<file path="src/rtl/alu_result_fifo.sv">
// First-word-fall-through FIFO holding ALU results {op select, result word}.
// Optional macro ALU_RESULT_FLAGS_EN adds per-entry zero/parity flags computed at push time.
module alu_result_fifo #(
    parameter int DEPTH = 4
) (
    input  logic                       clk,
    input  logic                       rst,
    input  logic                       in_valid,
    input  logic [7:0]                 in_y,
    input  logic [2:0]                 in_s,
    output logic                       in_ready,
    output logic                       out_valid,
    output logic [7:0]                 out_y,
    output logic [2:0]                 out_s,
    input  logic                       out_ready,
    output logic [$clog2(DEPTH):0]     count,
`ifdef ALU_RESULT_FLAGS_EN
    output logic                       out_zero,
    output logic                       out_par,
`endif
    output logic                       drop_err
);

    localparam int AW = $clog2(DEPTH);
`ifdef ALU_RESULT_FLAGS_EN
    localparam int EW = 13;
`else
    localparam int EW = 11;
`endif
    localparam logic [AW:0] CNT_FULL = (AW + 1)'(DEPTH);

    logic [EW-1:0] r_mem [DEPTH];
    logic [AW-1:0] r_wr_ptr;
    logic [AW-1:0] r_rd_ptr;
    logic [AW:0]   r_count;
    logic          r_drop_err;

    logic          w_full;
    logic          w_push;
    logic          w_pop;
    logic [EW-1:0] w_wr_entry;
    logic [EW-1:0] w_head;

    // Flow control decodes from the registered count only, so a full FIFO
    // refuses a push even while the consumer is draining that same cycle.
    assign w_full    = (r_count == CNT_FULL);
    assign in_ready  = ~w_full;
    assign out_valid = (r_count != '0);
    assign w_push    = in_valid & ~w_full;
    assign w_pop     = out_valid & out_ready;

`ifdef ALU_RESULT_FLAGS_EN
    assign w_wr_entry = {^in_y, (in_y == 8'h00), in_s, in_y};
`else
    assign w_wr_entry = {in_s, in_y};
`endif

    assign w_head = r_mem[r_rd_ptr];

    always_comb begin
        out_y = 8'h00;
        out_s = 3'b000;
`ifdef ALU_RESULT_FLAGS_EN
        out_zero = 1'b0;
        out_par  = 1'b0;
`endif
        if (out_valid) begin
            out_y = w_head[7:0];
            out_s = w_head[10:8];
`ifdef ALU_RESULT_FLAGS_EN
            out_zero = w_head[11];
            out_par  = w_head[12];
`endif
        end
    end

    // Storage is deliberately not reset; the pointers/count define validity.
    always_ff @(posedge clk) begin
        if (w_push && !rst) begin
            r_mem[r_wr_ptr] <= w_wr_entry;
        end
    end

    always_ff @(posedge clk) begin
        if (rst) begin
            r_wr_ptr   <= '0;
            r_rd_ptr   <= '0;
            r_count    <= '0;
            r_drop_err <= 1'b0;
        end else begin
            if (w_push) begin
                r_wr_ptr <= r_wr_ptr + 1'b1;
            end
            if (w_pop) begin
                r_rd_ptr <= r_rd_ptr + 1'b1;
            end
            case ({w_push, w_pop})
                2'b10:   r_count <= r_count + 1'b1;
                2'b01:   r_count <= r_count - 1'b1;
                default: r_count <= r_count;
            endcase
            if (in_valid && w_full) begin
                r_drop_err <= 1'b1;
            end
        end
    end

    assign count    = r_count;
    assign drop_err = r_drop_err;

endmodule

</file>
<file path="config.mk">
export PLATFORM = sky130hd
export DESIGN_NAME = alu_result_fifo
export DESIGN_NICKNAME = d
export VERILOG_FILES = /design/src/rtl/alu_result_fifo.sv
export SDC_FILE = /design/constraint.sdc
export NUM_CORES = 1
export LEC_CHECK = 0
export BUFFER_PORTS_ARGS = -buffer_cell sky130_fd_sc_hd__buf_2
export CORE_UTILIZATION = 40
export DETAILED_ROUTE_END_ITERATION = 6
export GPL_TIMING_DRIVEN = 0
export MAX_ROUTING_LAYER = met4
export SLEW_MARGIN = 20
export SYNTH_ARGS = -nofsm -noshare
export SYNTH_HDL_FRONTEND = slang
export SYNTH_SLANG_ARGS = --single-unit
</file>
<file path="constraint.sdc">
create_clock -name clk -period 3.8 [get_ports clk]
set_input_delay 0.76 -clock clk [delete_from_list [all_inputs] [get_ports clk]]
set_output_delay 0.76 -clock clk [all_outputs]
set_load 0.02 [all_outputs]
</file>
==> results of run 1 <==
-- logic make-up (layout without fill, tap and decap cells) --
kind of cell	Yosys count	count (layout)	synth area share
simple gates	29	29	0.0790
compound gates	11	11	0.0323
flops	54	54	0.701
mux	11	11	0.114
fa+ha+maj	6	6	0.0381
xor+xnor	3	3	0.0121
buf+inv	12	55	0.0231
-- worst register-to-register path, delay by kind of cell (launching register included) --
family                   cells  cell delay (ps)
AO/OA/AOI/OAI                1              160
XOR/XNOR                     1              160
adder cells (fa/ha/maj)      2              600
buffers and inverters        2              220
flip-flops                   1              430
AND/OR/NAND/NOR              3             1000
-- where the power goes --
part           total [mW]  internal (mW)  switching [mW]
registers           0.728          0.693          0.0350
logic               0.605          0.252           0.353
clock network       0.447          0.264           0.183
-- final cells by class --
class,count,area (um^2)
well taps,70,87.6
inverters,7,26.3
multi-input cells,60,618
flip-flops and latches,54,1520
fillers,448,2560
clock buffers,5,68.8
repair buffers,35,200
clock inverters,3,68.8
plain buffers,5,23.8
-- worst max path at each step --
stage	start	to	slack, ps	depth (start not counted)
floorplan	count[2]	count[2]	1260	9
global placement	rst	r_mem[3][6]	750	3
detailed placement	count[2]	count[2]	1210	9
CTS	count[2]	out_y[1]	1020	4
global route	count[2]	out_y[1]	900	4
finish	count[2]	out_y[1]	1080	4
-- per-layer routing --
layer	GRT usage	routed length, um
met4	0.0597	48
met2	0.244	1940
met1	0.187	1660
met5	-	0
met3	0.0437	123
-- flip-flops by register name, summed over array words and instances (netlist names), named ones only --
signal,count
drop_err,1
r_rd_ptr,2
count,3
r_wr_ptr,2
r_mem,44
-- cells in the mapped netlist --
library cell   n
a21o_1         2
a21oi_1        4
a21oi_2        1
a41oi_1        1
and2b_1        4
buf_1          1
buf_4          1
clkbuf_1       2
clkbuf_2       1
dfxtp_1       10
edfxtp_1      44
fa_1           1
ha_1           5
inv_1          7
mux4_2        11
nand2_1        2
nand3_1        2
nor2_1         6
nor2b_1        7
nor3_1         1
nor3b_1        4
o21ai_0        2
o31ai_1        1
or3_1          1
or3_2          1
or3b_1         1
xor2_1         3
==> out/metrics.csv, run 1 <==
metric,value,unit
clk buf depth,2,
unrepaired setup endpoints after global routing,no,
Critical Path Fanout Max,10,
hold_sp,drop_err,
most frequent cells in the layout,"edfxtp_1 (44), buf_2 (31), mux4_2 (11), dfxtp_1 (10)",
share of layout cells above drive strength 1,0.367,
first-pass GRT wire length,5890,um
DRC violations left,0,
CTS tree,yes,
fin crit period,2720,ps
Post-Place Cell Area,0.00248,mm^2
sequential fraction of the synthesis area,0.701,
initial core utilization,0.419,
GRT Overall Usage,0.154,
Die X-Extent,75.6,um
pwr dens,681,mW/mm^2
Yosys warning count,0,
"most common cell after layout, fill and taps aside",edfxtp_1,
clock root buffer master,clkbuf_8,
Final Hold Vio Count,0,
Routed Antenna Nets,0,
DR iter-0 viols,67,
HPWL Detailed,2690,um
antenna diode count,0,
Final Non-Filler Cells,239,
antenna violations before repair,0,
Hold WS,486,ps
"wirelength, routed",3770,um
total grt overflow,0,
Pleak,0.953,nW
Die Ht,75.6,um
Post-CTS Resized,0,
Final Cell Area,0.00262,mm^2
final setup fails,0,
vias in the first global route,1137,
post-synth cell types,27,
worst path bufs/invs,2,
floorplan row count,26,
Slew Limit Fails,0,
Synth area leaders,"edfxtp_1 (61%), mux4_2 (11%), dfxtp_1 (9.2%)",
cell family with most CP delay,simple AND/OR/NAND/NOR gates,
DP Worst Slack,1210,ps
fin crit share,0.716,
max-cap viol count,0,
CTS HTree Levels,2,
total CTS buffers,5,
Worst R2R Start,count[2],
Area Overhead vs Synth,20.5,%
Core ar.,0.00517,mm^2
vias per cell,4.86,
nets,189,
Vias,1161,
final core utilization,0.506,
Worst setup EP type,output port,
critical path launch point type,flop,
"Reg clk slew, reported paths",90,ps
crit path DAT,1960,ps
Worst Skew,4.75,ps
largest net degree at the start of global routing,18,
Syn Inst Count,126,
Least-Margin Pin Slew,635,ps
hold path depth,2,
Tot Pwr,1.78,mW
cell total after placement,231,
TNS Setup,0,ps
IO Count,32,
r2r setup slk,1180,ps
Yosys top cell by area,edfxtp_1,
Syn Nets,147,
WHS Endpoint,drop_err,
Die Area,0.00572,mm^2
"slowest stage delay, CP",460,ps
FF-to-FF path depth,9,
Mapped Avg Cell Area,17.2,um^2
post-CTS setup buffer count,0,
GPL Wtd Cong,0.615,
status,"finished, final reports clean",
Peak Freq,368,MHz
Peak VDD IR,0.251,mV
#FFs+latches synth,54,
TritonRoute pass-1 iters,4,
CP Cell Sequence,nor3_1 > clkbuf_1 > and2b_1 > buf_2,
reg2reg end,count[2],
Setup CP Type,flop to output port,
detailed-route wire length per cell,15.8,um
Slowest cell on crit path,clkbuf_1,
WP data required,3040,ps
worst setup margin,1080,ps
number of hold buffers added after CTS,0,
Slew headroom,0.577,
Clock Latency Late Sink,310,ps
clock sink count,54,
share of the synthesized area in the top cell type,0.609,
port buffer count,31,
Synth Cell Area,0.00217,mm^2
HP Class,flop to flop,
Power figures use the tool's default switching activity.
==> run 2, diff against run 1 <==
clock period = 2.7 ns   (was 3.8 ns; I/O delays follow)
==> out/metrics.csv, run 2 (synthesized netlist as in run 1, its figures left out) <==
metric,value,unit,change
Setup CP Type,flop to flop,,was flop to output port
critical path endpoint,count[2],,was out_y[1]
HP Class,input port to flop,,was flop to flop
Slew Limit Fails,0,,unchanged
Core ar.,0.00517,mm^2,unchanged
worst setup margin,159,ps,was 1080 ps
Clock Latency Late Sink,310,ps,about the same
"most common cell after layout, fill and taps aside",edfxtp_1,,unchanged
clk buf depth,2,,unchanged
WP data required,2930,ps,was 3040 ps
total CTS buffers,5,,unchanged
DRC violations left,0,,unchanged
FF-to-FF path depth,9,,unchanged
status,"finished, final reports clean",,unchanged
reg2reg end,count[2],,unchanged
critical path launch point type,flop,,unchanged
largest net degree at the start of global routing,18,,unchanged
vias in the first global route,1137,,unchanged
clock root buffer master,clkbuf_8,,unchanged
HPWL Detailed,2690,um,unchanged
post-CTS setup buffer count,0,,unchanged
antenna violations before repair,0,,unchanged
first-pass GRT wire length,5890,um,unchanged
initial core utilization,0.419,,unchanged
CTS HTree Levels,2,,unchanged
Worst R2R Start,count[2],,unchanged
Vias,1163,,was 1161
Critical Path Fanout Max,7,,was 10
crit path from,count[2],,unchanged
"Reg clk slew, reported paths",100,ps,was 90 ps
TritonRoute pass-1 iters,4,,unchanged
Die X-Extent,75.6,um,unchanged
Area Overhead vs Synth,20.6,%,was 20.5%
fin crit share,0.941,,
Hold WS,447,ps,was 486 ps
floorplan row count,26,,unchanged
share of layout cells above drive strength 1,0.373,,was 0.367
clock sink count,54,,unchanged
Peak Freq,393,MHz,
pwr dens,957,mW/mm^2,was 681 mW/mm^2
r2r setup slk,160,ps,was 1180 ps
vias per cell,4.87,,was 4.86
"Most flops, register",r_mem,,unchanged
Die Area,0.00572,mm^2,unchanged
DP Worst Slack,107,ps,was 1210 ps
antenna diode count,0,,unchanged
Routed Antenna Nets,0,,unchanged
total grt overflow,0,,unchanged
Pleak,0.953,nW,about the same
DR iter-0 viols,71,,was 67
GRT Overall Usage,0.154,,unchanged
Die Ht,75.6,um,unchanged
Worst setup EP type,flop,,was output port
max FFs per register,44,,unchanged
unrepaired setup endpoints after global routing,no,,unchanged
nets,189,,unchanged
port buffer count,31,,unchanged
most frequent cells in the layout,"edfxtp_1 (44), buf_2 (31), mux4_2 (11), dfxtp_1 (10)",,unchanged
Final Hold Vio Count,0,,unchanged
max-cap viol count,0,,unchanged
crit path DAT,2770,ps,was 1960 ps
detailed-route wire length per cell,15.8,um,about the same
CTS tree,yes,,unchanged
Peak VDD IR,0.361,mV,was 0.251 mV
Slew headroom,0.577,,about the same
Worst Skew,5.12,ps,was 4.75 ps
final setup fails,0,,unchanged
IO Count,32,,unchanged
Least-Margin Pin Slew,635,ps,about the same
GPL Wtd Cong,0.615,,unchanged
fin crit period,2540,ps,
"wirelength, routed",3780,um,was 3770 um
Tot Pwr,2.51,mW,was 1.78 mW
==> run 2: cell counts in the layout (fill, tap and decap cells not counted) <==
Identical to the previous run, type by type.
==> run 2: layer usage <==
layer / share of wire / track usage
met1: 0.44 / 0.187
met2: 0.52 / 0.244
met3: 0.033 / 0.0437
met4: 0.013 / 0.0597
met5: 0 / -
==> run 2: through the flow <==
step                std cells  instance area (um^2)   util  setup TNS [ps]
floorplan                 126                  2170      -               0
global placement          227                  2410  0.466           -4590
detailed placement        231                  2480  0.479               0
CTS                       239                  2620  0.506               0
global route              239                  2620  0.506               0
finish                    239                  2620  0.506               0
==> run 2: what timing repair did <==
action	in CTS	in global routing
endpoints found under the setup margin	0	1
hold endpoints to repair	0	0
hold buffers	0	0
resized for setup	0	1
==> run 2: layout make-up <==
| cell class | instances | area (um^2) |
|---|---|---|
| buffer | 5 | 23.8 |
| fill | 446 | 2550 |
| sequential | 54 | 1520 |
| multi-input combinational | 60 | 621 |
| clock inverter | 3 | 68.8 |
| clock buffer | 5 | 68.8 |
| timing repair buffer | 35 | 200 |
| tap | 70 | 87.6 |
| inverter | 7 | 26.3 |
==> run 2: report_power, final <==
part,internal (mW),switching (mW),leakage (nW),total (mW)
Sequential,0.975,0.0493,0.481,1.02
Clock,0.371,0.257,0.0683,0.628
Combinational,0.355,0.498,0.403,0.853
==> run 2: worst min path at each step <==
stage                start  cells after the start          end  slack, ps
2_1_floorplan  r_rd_ptr[1]                      2         flop        460
3_3_place_gp      drop_err                      2     drop_err        460
3_5_place_dp      drop_err                      2     drop_err        470
4_1_cts            in_s[0]                      1  r_mem[0][8]        430
5_1_grt            in_y[4]                      1  r_mem[2][4]        430
6_report           in_y[0]                      1  r_mem[3][0]        450
==> run 2: critical path, cell delays in order, from the launching register on <==
cell and delay [ps]:
dfxtp_1 420, or3b_1 380, clkbuf_2 170, nand2_2 150
ha_1 200, inv_1 60, fa_1 370, xor2_1 150
or3_2 400, a21oi_1 160
==> run 3, diff against run 2 <==
CTS_BUF_LIST = sky130_fd_sc_hd__clkbuf_4 sky130_fd_sc_hd__clkbuf_8 sky130_fd_sc_hd__clkbuf_16   (was not set)
MAX_ROUTING_LAYER = not set   (was met4)
==> out/metrics.csv, run 3 (synthesized netlist as in run 1, its figures left out) <==
metric,value,unit,change
Least-Margin Pin Slew,643,ps,was 635 ps
Core ar.,0.00517,mm^2,unchanged
largest net degree at the start of global routing,18,,unchanged
CTS tree,yes,,unchanged
final setup fails,0,,unchanged
DR iter-0 viols,71,,unchanged
initial core utilization,0.419,,unchanged
antenna diode count,0,,unchanged
r2r setup slk,170,ps,was 160 ps
Final Cell Area,0.00262,mm^2,unchanged
fin crit share,0.938,,was 0.941
Final Non-Filler Cells,239,,unchanged
TritonRoute pass-1 iters,4,,unchanged
highest metal used,met4,,unchanged
total CTS buffers,5,,unchanged
Peak VDD IR,0.361,mV,about the same
number of hold buffers added after CTS,0,,unchanged
most frequent cells in the layout,"edfxtp_1 (44), buf_2 (31), mux4_2 (11), dfxtp_1 (10)",,unchanged
CTS HTree Levels,2,,unchanged
critical path endpoint,count[2],,unchanged
fin crit period,2530,ps,was 2540 ps
HP Class,input port to flop,,unchanged
Die Ht,75.6,um,unchanged
vias per cell,4.92,,was 4.87
Tot Pwr,2.50,mW,was 2.51 mW
WP data required,2930,ps,about the same
FF-to-FF path depth,9,,unchanged
port buffer count,31,,unchanged
Worst Skew,5.15,ps,was 5.12 ps
Metal-1 WL,1650,um,was 1660 um
Die Area,0.00572,mm^2,unchanged
vias in the first global route,1145,,was 1137
clk buf depth,2,,unchanged
crit path DAT,2760,ps,was 2770 ps
GPL Wtd Cong,0.611,,was 0.615
"Most flops, register",r_mem,,unchanged
floorplan row count,26,,unchanged
Pleak,0.953,nW,unchanged
pwr dens,957,mW/mm^2,about the same
status,"finished, final reports clean",,unchanged
Slew Limit Fails,0,,unchanged
Clock Latency Late Sink,300,ps,was 310 ps
clock root buffer master,clkbuf_8,,unchanged
DRC violations left,0,,unchanged
met3 wire len,109,um,was 123 um
Area Overhead vs Synth,20.6,%,unchanged
Slew headroom,0.572,,was 0.577
Hold WS,450,ps,was 447 ps
max-cap viol count,0,,unchanged
nets,189,,unchanged
routed wl met2,1980,um,was 1950 um
Final Hold Vio Count,0,,unchanged
Die X-Extent,75.6,um,unchanged
post-CTS setup buffer count,0,,unchanged
detailed-route wire length per cell,15.7,um,was 15.8 um
DP Worst Slack,107,ps,unchanged
Routed Antenna Nets,0,,unchanged
Critical Path Fanout Max,7,,unchanged
Worst R2R Start,count[2],,unchanged
Post-Place Cell Area,0.00248,mm^2,unchanged
Worst setup EP type,flop,,unchanged
Vias,1175,,was 1163
total grt overflow,0,,unchanged
"wirelength, routed",3760,um,was 3780 um
share of layout cells above drive strength 1,0.373,,unchanged
Setup CP Type,flop to flop,,unchanged
worst setup margin,168,ps,was 159 ps
crit path from,count[2],,unchanged
clock sink count,54,,unchanged
"most common cell after layout, fill and taps aside",edfxtp_1,,unchanged
IO Count,32,,unchanged
HPWL Detailed,2690,um,unchanged
"Reg clk slew, reported paths",100,ps,about the same
reg2reg end,count[2],,unchanged
unrepaired setup endpoints after global routing,no,,unchanged
critical path launch point type,flop,,unchanged
Peak Freq,395,MHz,was 393 MHz
first-pass GRT wire length,5870,um,was 5890 um
GRT Overall Usage,0.149,,was 0.154
max FFs per register,44,,unchanged
antenna violations before repair,0,,unchanged
cell total after placement,231,,unchanged
-- run 3: cell counts in the layout (fill, tap and decap cells not counted) --
No cell type changed its count.
-- run 3: routing by layer --
layer	vias up	GRT usage
met4	0	0.0597
met5	-	0
met1	588	0.186
met3	2	0.0437
met2	24	0.245
li1	561	-
-- run 3: power by group --
part | switching, mW | leakage (nW) | internal, mW | total, mW
clock network | 0.256 | 0.0683 | 0.371 | 0.628
registers | 0.0502 | 0.481 | 0.975 | 1.02
logic | 0.496 | 0.403 | 0.356 | 0.852
total | 0.803 | 0.953 | 1.70 | 2.50
-- run 3: timing repair --
item                                    CTS  global route
endpoints found under the setup margin    0             1
endpoints found under the hold margin     0             0
resized for setup                         0             1
-- run 3: cell type report --
class	instances	area, um^2
Buffer	5	23.8
Clock buffer	5	68.8
Clock inverter	3	68.8
Fill cell	446	2550
Inverter	7	26.3
Multi-Input combinational cell	60	621
Sequential cell	54	1520
Tap cell	70	87.6
Timing Repair Buffer	35	200
-- run 3: how the worst min path moves through the flow --
stage,to,cells past startpoint,startpoint,slack (ps)
after floorplan,flop,2,r_rd_ptr[1],460
after global placement,drop_err,2,drop_err,460
after detailed placement,drop_err,2,drop_err,470
after CTS,r_mem[0][8],1,in_s[0],430
after global routing,r_mem[2][4],1,in_y[4],430
final,r_mem[0][8],1,in_s[0],450
-- run 3: metrics by stage --
step / utilization / TNS, ps
3_3_place_gp: 0.466 / -4590
6_report: 0.506 / 0
5_1_grt: 0.506 / 0
2_1_floorplan: - / 0
3_5_place_dp: 0.479 / 0
4_1_cts: 0.506 / 0
-- run 3: worst max-delay path, cell delays in order (launching register included) --
cell and delay, ps:
dfxtp_1 420, or3b_1 370, clkbuf_2 160, nand2_2 150
ha_1 200, inv_1 60, fa_1 370, xor2_1 150
or3_2 400, a21oi_1 160
